<file path="src/rtl/receiving_fsm_pkg.sv">
// Shared IO hub constants for the byte-to-word receive path.
// State codes match the transmitter's tr_h/tr_l encoding.
package receiving_fsm_pkg;

  localparam int unsigned WORD_W = 16;
  localparam int unsigned BYTE_W = 8;

  localparam logic ST_WAIT_H = 1'b0;
  localparam logic ST_WAIT_L = 1'b1;

  typedef enum logic {
    StWaitH = ST_WAIT_H,
    StWaitL = ST_WAIT_L
  } rx_state_e;

endpackage

</file>
<file path="src/rtl/receiving_fsm_if.sv">
// Byte input and word output handshake of the receiving FSM.
// The producer/consumer side uses master; the receiver uses slave.
interface receiving_fsm_if;
  import receiving_fsm_pkg::*;

  logic [BYTE_W-1:0] rx_byte;
  logic              rx_valid;
  logic [WORD_W-1:0] word;
  logic              word_valid;
  logic              word_ready;

  modport master (
    output rx_byte,
    output rx_valid,
    output word_ready,
    input  word,
    input  word_valid
  );

  modport slave (
    input  rx_byte,
    input  rx_valid,
    input  word_ready,
    output word,
    output word_valid
  );

endinterface

</file>
<file path="src/rtl/receiving_fsm_rx_timeout_cnt.sv">
// Inter-byte timeout counter: clear wins over enable, expire is combinational
// when the count reaches TIMEOUT_CYCLES-1.
module receiving_fsm_rx_timeout_cnt #(
  parameter int unsigned TIMEOUT_CYCLES = 50000,
  parameter int unsigned CNT_W          = 16
) (
  input  logic clk_i,
  input  logic rst_i,
  input  logic clr_i,
  input  logic en_i,
  output logic expire_o
);

  logic [CNT_W-1:0] cnt_q, cnt_d;

  always_comb begin
    cnt_d = cnt_q;
    if (clr_i) begin
      cnt_d = '0;
    end else if (en_i) begin
      cnt_d = cnt_q + CNT_W'(1);
    end
  end

  always_ff @(posedge clk_i) begin
    if (rst_i) begin
      cnt_q <= '0;
    end else begin
      cnt_q <= cnt_d;
    end
  end

  assign expire_o = (cnt_q == CNT_W'(TIMEOUT_CYCLES - 1));

endmodule

</file>
<file path="src/rtl/receiving_fsm.sv">
// Assembles UART bytes (high first) into 16-bit words behind a one-word holding register.
// Optional inter-byte timeout enabled by defining RX_TIMEOUT_EN.
module receiving_fsm
  import receiving_fsm_pkg::*;
#(
  parameter int unsigned TIMEOUT_CYCLES = 50000,
  parameter int unsigned CNT_W          = 16
) (
  input  logic clk_i,
  input  logic rst_i,
  receiving_fsm_if.slave rx_if,
  output logic overrun_o,
  input  logic ovr_clr_i,
  output logic timeout_o,
  output logic busy_o
);

  if (TIMEOUT_CYCLES < 2 || TIMEOUT_CYCLES > 65535 ||
      ((TIMEOUT_CYCLES - 1) >> CNT_W) != 0) begin : g_bad_cfg
    $error("receiving_fsm: TIMEOUT_CYCLES out of range or does not fit CNT_W");
  end

  rx_state_e         state_q, state_d;
  logic [BYTE_W-1:0] hi_q, hi_d;
  logic [WORD_W-1:0] word_q, word_d;
  logic              word_valid_q, word_valid_d;
  logic              overrun_q, overrun_d;
  logic              timeout_q, timeout_d;
  logic              expire;

`ifdef RX_TIMEOUT_EN
  logic cnt_clr;
  logic cnt_en;

  // Counter only runs while a low byte is pending; any strobe or expiry restarts it.
  assign cnt_clr = (state_q == StWaitH) | rx_if.rx_valid | expire;
  assign cnt_en  = (state_q == StWaitL);

  receiving_fsm_rx_timeout_cnt #(
    .TIMEOUT_CYCLES (TIMEOUT_CYCLES),
    .CNT_W          (CNT_W)
  ) u_rx_timeout_cnt (
    .clk_i    (clk_i),
    .rst_i    (rst_i),
    .clr_i    (cnt_clr),
    .en_i     (cnt_en),
    .expire_o (expire)
  );
`else
  assign expire = 1'b0;
`endif

  always_comb begin
    state_d      = state_q;
    hi_d         = hi_q;
    word_d       = word_q;
    word_valid_d = word_valid_q;
    overrun_d    = overrun_q;
    timeout_d    = 1'b0;

    if (word_valid_q && rx_if.word_ready) begin
      word_valid_d = 1'b0;
    end
    if (ovr_clr_i) begin
      overrun_d = 1'b0;
    end

    unique case (state_q)
      StWaitH: begin
        if (rx_if.rx_valid) begin
          hi_d    = rx_if.rx_byte;
          state_d = StWaitL;
        end
      end
      StWaitL: begin
        if (rx_if.rx_valid) begin
          state_d = StWaitH;
          // A word consumed this cycle frees the holding register for the new one.
          if (!word_valid_q || rx_if.word_ready) begin
            word_d       = {hi_q, rx_if.rx_byte};
            word_valid_d = 1'b1;
          end else begin
            overrun_d = 1'b1;
          end
        end else if (expire) begin
          state_d   = StWaitH;
          hi_d      = '0;
          timeout_d = 1'b1;
        end
      end
      default: state_d = StWaitH;
    endcase
  end

  always_ff @(posedge clk_i) begin
    if (rst_i) begin
      state_q      <= StWaitH;
      hi_q         <= '0;
      word_q       <= '0;
      word_valid_q <= 1'b0;
      overrun_q    <= 1'b0;
      timeout_q    <= 1'b0;
    end else begin
      state_q      <= state_d;
      hi_q         <= hi_d;
      word_q       <= word_d;
      word_valid_q <= word_valid_d;
      overrun_q    <= overrun_d;
      timeout_q    <= timeout_d;
    end
  end

  assign rx_if.word       = word_q;
  assign rx_if.word_valid = word_valid_q;
  assign overrun_o        = overrun_q;
  assign timeout_o        = timeout_q;
  assign busy_o           = (state_q == StWaitL);

endmodule

</file>
<file path="src/flat_wrapper.sv">
// flat-port wrapper written by rule: the top's interface ports become plain ports
module receiving_fsm_flat import receiving_fsm_pkg::*;
#(
  parameter int unsigned TIMEOUT_CYCLES = 50000,
  parameter int unsigned CNT_W          = 16
)
  (clk_i, rst_i, overrun_o, ovr_clr_i, timeout_o, busy_o, rx_if_rx_byte, rx_if_rx_valid, rx_if_word_ready, rx_if_word, rx_if_word_valid);
  receiving_fsm_if rx_if_i ();
  input  logic clk_i;
  input  logic rst_i;
  output logic overrun_o;
  input  logic ovr_clr_i;
  output logic timeout_o;
  output logic busy_o;
  input wire logic [$bits(rx_if_i.rx_byte)-1:0] rx_if_rx_byte;
  input wire logic [$bits(rx_if_i.rx_valid)-1:0] rx_if_rx_valid;
  input wire logic [$bits(rx_if_i.word_ready)-1:0] rx_if_word_ready;
  output wire logic [$bits(rx_if_i.word)-1:0] rx_if_word;
  output wire logic [$bits(rx_if_i.word_valid)-1:0] rx_if_word_valid;
  assign rx_if_i.rx_byte = rx_if_rx_byte;
  assign rx_if_i.rx_valid = rx_if_rx_valid;
  assign rx_if_i.word_ready = rx_if_word_ready;
  assign rx_if_word = rx_if_i.word;
  assign rx_if_word_valid = rx_if_i.word_valid;
  receiving_fsm #(.TIMEOUT_CYCLES(TIMEOUT_CYCLES), .CNT_W(CNT_W)) u_core (.clk_i(clk_i), .rst_i(rst_i), .rx_if(rx_if_i), .overrun_o(overrun_o), .ovr_clr_i(ovr_clr_i), .timeout_o(timeout_o), .busy_o(busy_o));
endmodule
</file>
<file path="config.mk">
export PLATFORM = sky130hd
export DESIGN_NAME = receiving_fsm_flat
export DESIGN_NICKNAME = d
export VERILOG_FILES = /design/src/rtl/receiving_fsm_pkg.sv /design/src/rtl/receiving_fsm_if.sv /design/src/rtl/receiving_fsm_rx_timeout_cnt.sv /design/src/rtl/receiving_fsm.sv /design/src/flat_wrapper.sv
export SDC_FILE = /design/constraint.sdc
export NUM_CORES = 1
export LEC_CHECK = 0
export BUFFER_PORTS_ARGS = -buffer_cell sky130_fd_sc_hd__buf_4
export CAP_MARGIN = 5
export CORE_MARGIN = 5
export CORE_UTILIZATION = 50
export CTS_CLUSTER_SIZE = 12
export DETAILED_ROUTE_END_ITERATION = 12
export PLACE_DENSITY = 0.74
export SETUP_SLACK_MARGIN = 0.4
export SYNTH_ARGS = -nofsm -noshare
export SYNTH_HDL_FRONTEND = slang
export SYNTH_HIERARCHICAL = 1
export SYNTH_SLANG_ARGS = --single-unit
export TNS_END_PERCENT = 10
</file>
<file path="constraint.sdc">
create_clock -name clk_i -period 2.45 [get_ports clk_i]
set_input_delay 0.49 -clock clk_i [delete_from_list [all_inputs] [get_ports clk_i]]
set_output_delay 0.49 -clock clk_i [all_outputs]
set_load 0.05 [all_outputs]
</file>
Yosys cells after proc, flatten, opt, wreduce, memory -nomap -nowiden
Index checks and enable logic that the tools add are counted.

Mux-type cells: 13. Bitwise operators: 1. Eq/ne operators: 1. Reductions and logical operators: 5.

Operators with widths (count): two-way mux 8 bit (2); two-way mux 1 bit (10); AND reduction 3 bit (1); inequality test 2 bit, second input constant (1); case mux 1 bit (2 select lines) (1); AND reduction 2 bit (1); logical AND 1 bit (1); zero test 1 bit (1); logical OR 1 bit (1); NOT 1 bit (1).

Input port bits: 13. Output and inout bits: 20. Logic and storage cells: 25. Register bits after elaboration: 27.

Logic depth before layout (Yosys ltp)
Depth in word-level cells: 5. Gate-level depth with buffers: 5.

Worst setup path after synthesis
OpenSTA, ideal clock, no wires.

Path kind: register to register. Start: reg u_core.state_q (netlist: u_core/busy_o). End: reg u_core.word_q[0] (netlist: u_core/rx_if.word[0]). Period minus slack after synthesis: 1558 ps. Path buffers: 2. Cell stages (with the launch flop): 6. Arrival time: 1491 ps. Slack: 892 ps. Cells stage by stage: dfxtp_1 ha_1 buf_2 clkbuf_1 nand4b_1 o21ai_2.

Word-level cells in the longest chain between the ends: 1.

RTL lines: start: declaration (line receiving_fsm.sv:23) `rx_state_e state_q, state_d;`; start signal: assignment (line receiving_fsm.sv:97) `state_q <= StWaitH;`; start signal: assignment (line receiving_fsm.sv:104) `state_q <= state_d;`; AND reduction 3 bit (no source line); end signal: assignment (line receiving_fsm.sv:106) `word_q <= word_d;`; end: declaration (line receiving_fsm.sv:25) `logic [WORD_W-1:0] word_q, word_d;`.

Every way passes these cells. A chain may end at the register's enable or synchronous reset.

Final worst setup path
Start: reg u_core.state_q (netlist: u_core/busy_o). End: out busy_o.

RTL lines: end: declaration (line flat_wrapper.sv:14) `output logic busy_o;`.

No word-level cell between the ends.

==> summary.txt <==
Timing
  • Final Cycle Share: 0.5801
  • Fmax: 703.7 MHz
  • Accumulated negative setup slack: 0 ns
  • Slew Viols, Final: 0
  • RSZ-0062 raised after global routing: no
  • Setup-violating endpoint count in the final report: 0
  • Number of endpoints with negative hold slack in the final report: 0
  • Post-layout minimum cycle time: 1.421 ns
  • Setup Skew: 0.005643 ns

Global routing
  • Largest net degree at the start of global routing: 44
  • Met1 track demand over resource in global routing: 0.1712
  • Busiest metal layer after global routing: met2
  • Fraction of met3 tracks used by global routing: 0.03070
  • Total routing usage reported by global routing: 0.1374
  • Global-route wire length before repair: around 3.7 mm
  • Total overflow reported by the global router: 0
  • Number of antenna violations at the first check in global routing: 0
  • Number of global-route vias before repair: 823
  • M2 GR Usage: 0.2265

Layout
  • Most frequent cells in the layout: buf_4, dfxtp_1, nand2b_1, nand4b_1, o21ai_2
  • Number of diodes: 0
  • Commonest non-fill, non-tap cell in the layout: buf_4
  • Synth-to-Final Area Change: 19.53%
  • Number of nets at the end of the flow: about 160
  • Fraction of layout cells with a size suffix above 1: 0.3381
  • Layout filler cell count: 205

Floorplan
  • Total core area: ~2200 um^2
  • Placement row count: 17
  • Vert. Die Dim: 58.30 um
  • Die X-Extent: roughly 58 um
  • IO Count: 33
  • Starting density of the core: 0.5271
  • Area of the die: roughly 3400 um^2

Yosys
  • Post-synthesis share of cell area spent on full adders, half adders and majority gates: 0.02146
  • Post-synthesis share of cell area spent on and, or, nand and nor gates: 0.2629
  • Most instantiated flip-flop cell in the synthesis netlist: dfxtp_1
  • Syn Nets: between 100 and 150
  • Mux cell area share after synthesis: 0.06867
  • Post-synth design cell area: around 1200 um^2
  • Number of enable flip-flop cells after synthesis: 0
  • Count of yosys warnings during synthesis: 6
  • Combinational family with the most area after synthesis: simple AND/OR/NAND/NOR gates
  • Post-synth top area cell: dfxtp_1
  • Fraction of the mapped netlist area in compound gates: 0.1105
  • Flops & latches, synth: 27
  • Avg Synthesized Cell Area: 10.23 um^2
  • Yosys top cell area share: 0.4635
  • FFs w/ async S/R, synth: 0
  • Share of the synthesized netlist area taken by xor and xnor gates: 0
  • Top post-synthesis cells by area: dfxtp_1, nand4b_1, nand2b_1, o21ai_2, mux2i_1
  • Register area share after synthesis: 0.4635
  • Instance count of the mapped netlist: between 100 and 150
  • Yosys cell types: 21

Clock tree
  • Number of buffers inserted by hold repair at cts: 0
  • Setup repair bufs after CTS: 0
  • Resized cells post-CTS: 0
  • Maximum number of buffers from clock root to sink: 2
  • Later-pin clock latency in the skew report: 0.32 ns
  • CTS H-tree depth: 1
  • Number of buffers created by CTS: 3
  • Root Buffer Master: clkbuf_4
  • Clock-pin slew reported for the worst setup and hold paths after clock tree synthesis: between 0.1 and 0.15 ns
  • Sink count of the clock tree: 27
  • CTS tree: yes

Routing
  • First-pass detailed-route iteration total: 4
  • Detail-routed via count per cell: 5.180
  • Via count: roughly 870
  • Drt wl/cell: 12.85 um
  • Remaining routing DRC violations: 0
  • Final antenna-violating net count: 0
  • Wire length reported by the detailed router: 2.146 mm
  • Violation count after the first detailed-route iteration: 17

Critical path
  • Critical Path Max Stage Delay: 0.40 ns
  • Critical Path Slowest Stage Cell: dfxtp_1
  • Kind of start point of the critical path: register
  • Worst setup path category: reg -> out
  • Arrival time of data at the critical path endpoint: 0.93 ns
  • Data required time at the worst endpoint: between 1.5 and 2 ns
  • CP Cell Sequence: buf_4
  • CP Buf/Inv Count: 1
  • Max FO, Critical Path: 4
  • Worst setup EP type: output port
  • Family with the most delay on the worst path: flip-flops

Place
  • Detail Placement HPWL: 1.505 mm
  • Total of buffers placed on input and output ports: 31
  • Final weighted congestion in routability-driven placement: 0.6438

Power
  • Lkg Pwr: 0.5765 nW
  • Power per Cell Area: 578.7 nW/um^2
  • Sum of internal, switching and leakage power: 0.8067 mW
  • Worst-case vdd ir drop: just under 400 uV

Flow run
  • Total of max-cap violations: 0

Min path
  • Type of the tightest min-delay check: in -> reg

Outcome
  • Outcome: finished, final reports clean
[state kept, by name (all words and copies together) (netlist names)]
signal and cells:
u_core/overrun_o 1, u_core/busy_o 1, u_core/rx_if.word_valid 1, u_core/hi_q 8, u_core/rx_if.word 16
[metal layers]
layer  share of wire  wire length [um]
met5               0                 0
met2            0.48              1025
met4          0.0047                10
met3           0.056               121
met1            0.46               988
[synth_stat cells (2+ instances only)]
library cell,number
dfxtp_1,27
nand2b_1,16
nand4b_1,16
o21ai_2,10
nor2_1,9
mux2i_1,8
o21ai_0,6
buf_2,4
clkbuf_1,4
ha_1,2
inv_1,2
[worst register-to-register path: stages (launching register included)]
cell     delay, ns
dfxtp_1       0.40
ha_1          0.32
and2_4        0.34
o21ai_0       0.13
[final timing paths]
check | start | endpoint | slack, ns | cells past startpoint
setup / recovery | u_core/busy_o | busy_o | 1.03 | 1
hold / removal | rx_if_rx_byte[3] | u_core/hi_q[3] | 0.41 | 3
setup reg to reg | u_core/busy_o | u_core/rx_if.word[6] | 1.15 | 3
hold reg to reg | u_core/rx_if.word[9] | u_core/rx_if.word[9] | 0.48 | 2
[area by class of cell]
| class | count | area [um^2] | area share |
|---|---|---|---|
| clock buffer | 4 | 26.28 | 0.01885 |
| inverter | 2 | 7.507 | 0.005386 |
| multi-input combinational | 74 | 544.3 | 0.3905 |
| sequential | 27 | 540.5 | 0.3878 |
| tap | 28 | 35.03 | 0.02513 |
| timing repair buffer | 32 | 240.2 | 0.1724 |
[per-stage QoR]
step                      hold slack [ns]  utilization  std cells  worst slack (ns)  area [um^2]
after floorplan                    0.4606            -        114            0.8922         1166
after global placement             0.4649       0.6182        163            0.9952         1368
after detailed placement           0.4666       0.6182        163            0.9580         1368
after CTS                          0.4040       0.6301        167             1.014         1394
after global routing               0.4024       0.6301        167            0.9569         1394
final                              0.4120       0.6301        167             1.029         1394
[power breakdown]
| part | switching, mW | internal, mW |
|---|---|---|
| clock network | 0.124 | 0.0636 |
| registers | 0.0115 | 0.459 |
| logic | 0.0903 | 0.0574 |
| total | 0.226 | 0.580 |
[cells by family after synthesis]
logic type,Yosys count
buffers and inverters,13
adders and majority gates,2
other,1
muxes,8
and+or+nand+nor,45
DFF,27
AOI/OAI and AO/OA,18
Note: power is estimated with default switching activity, not from simulation.
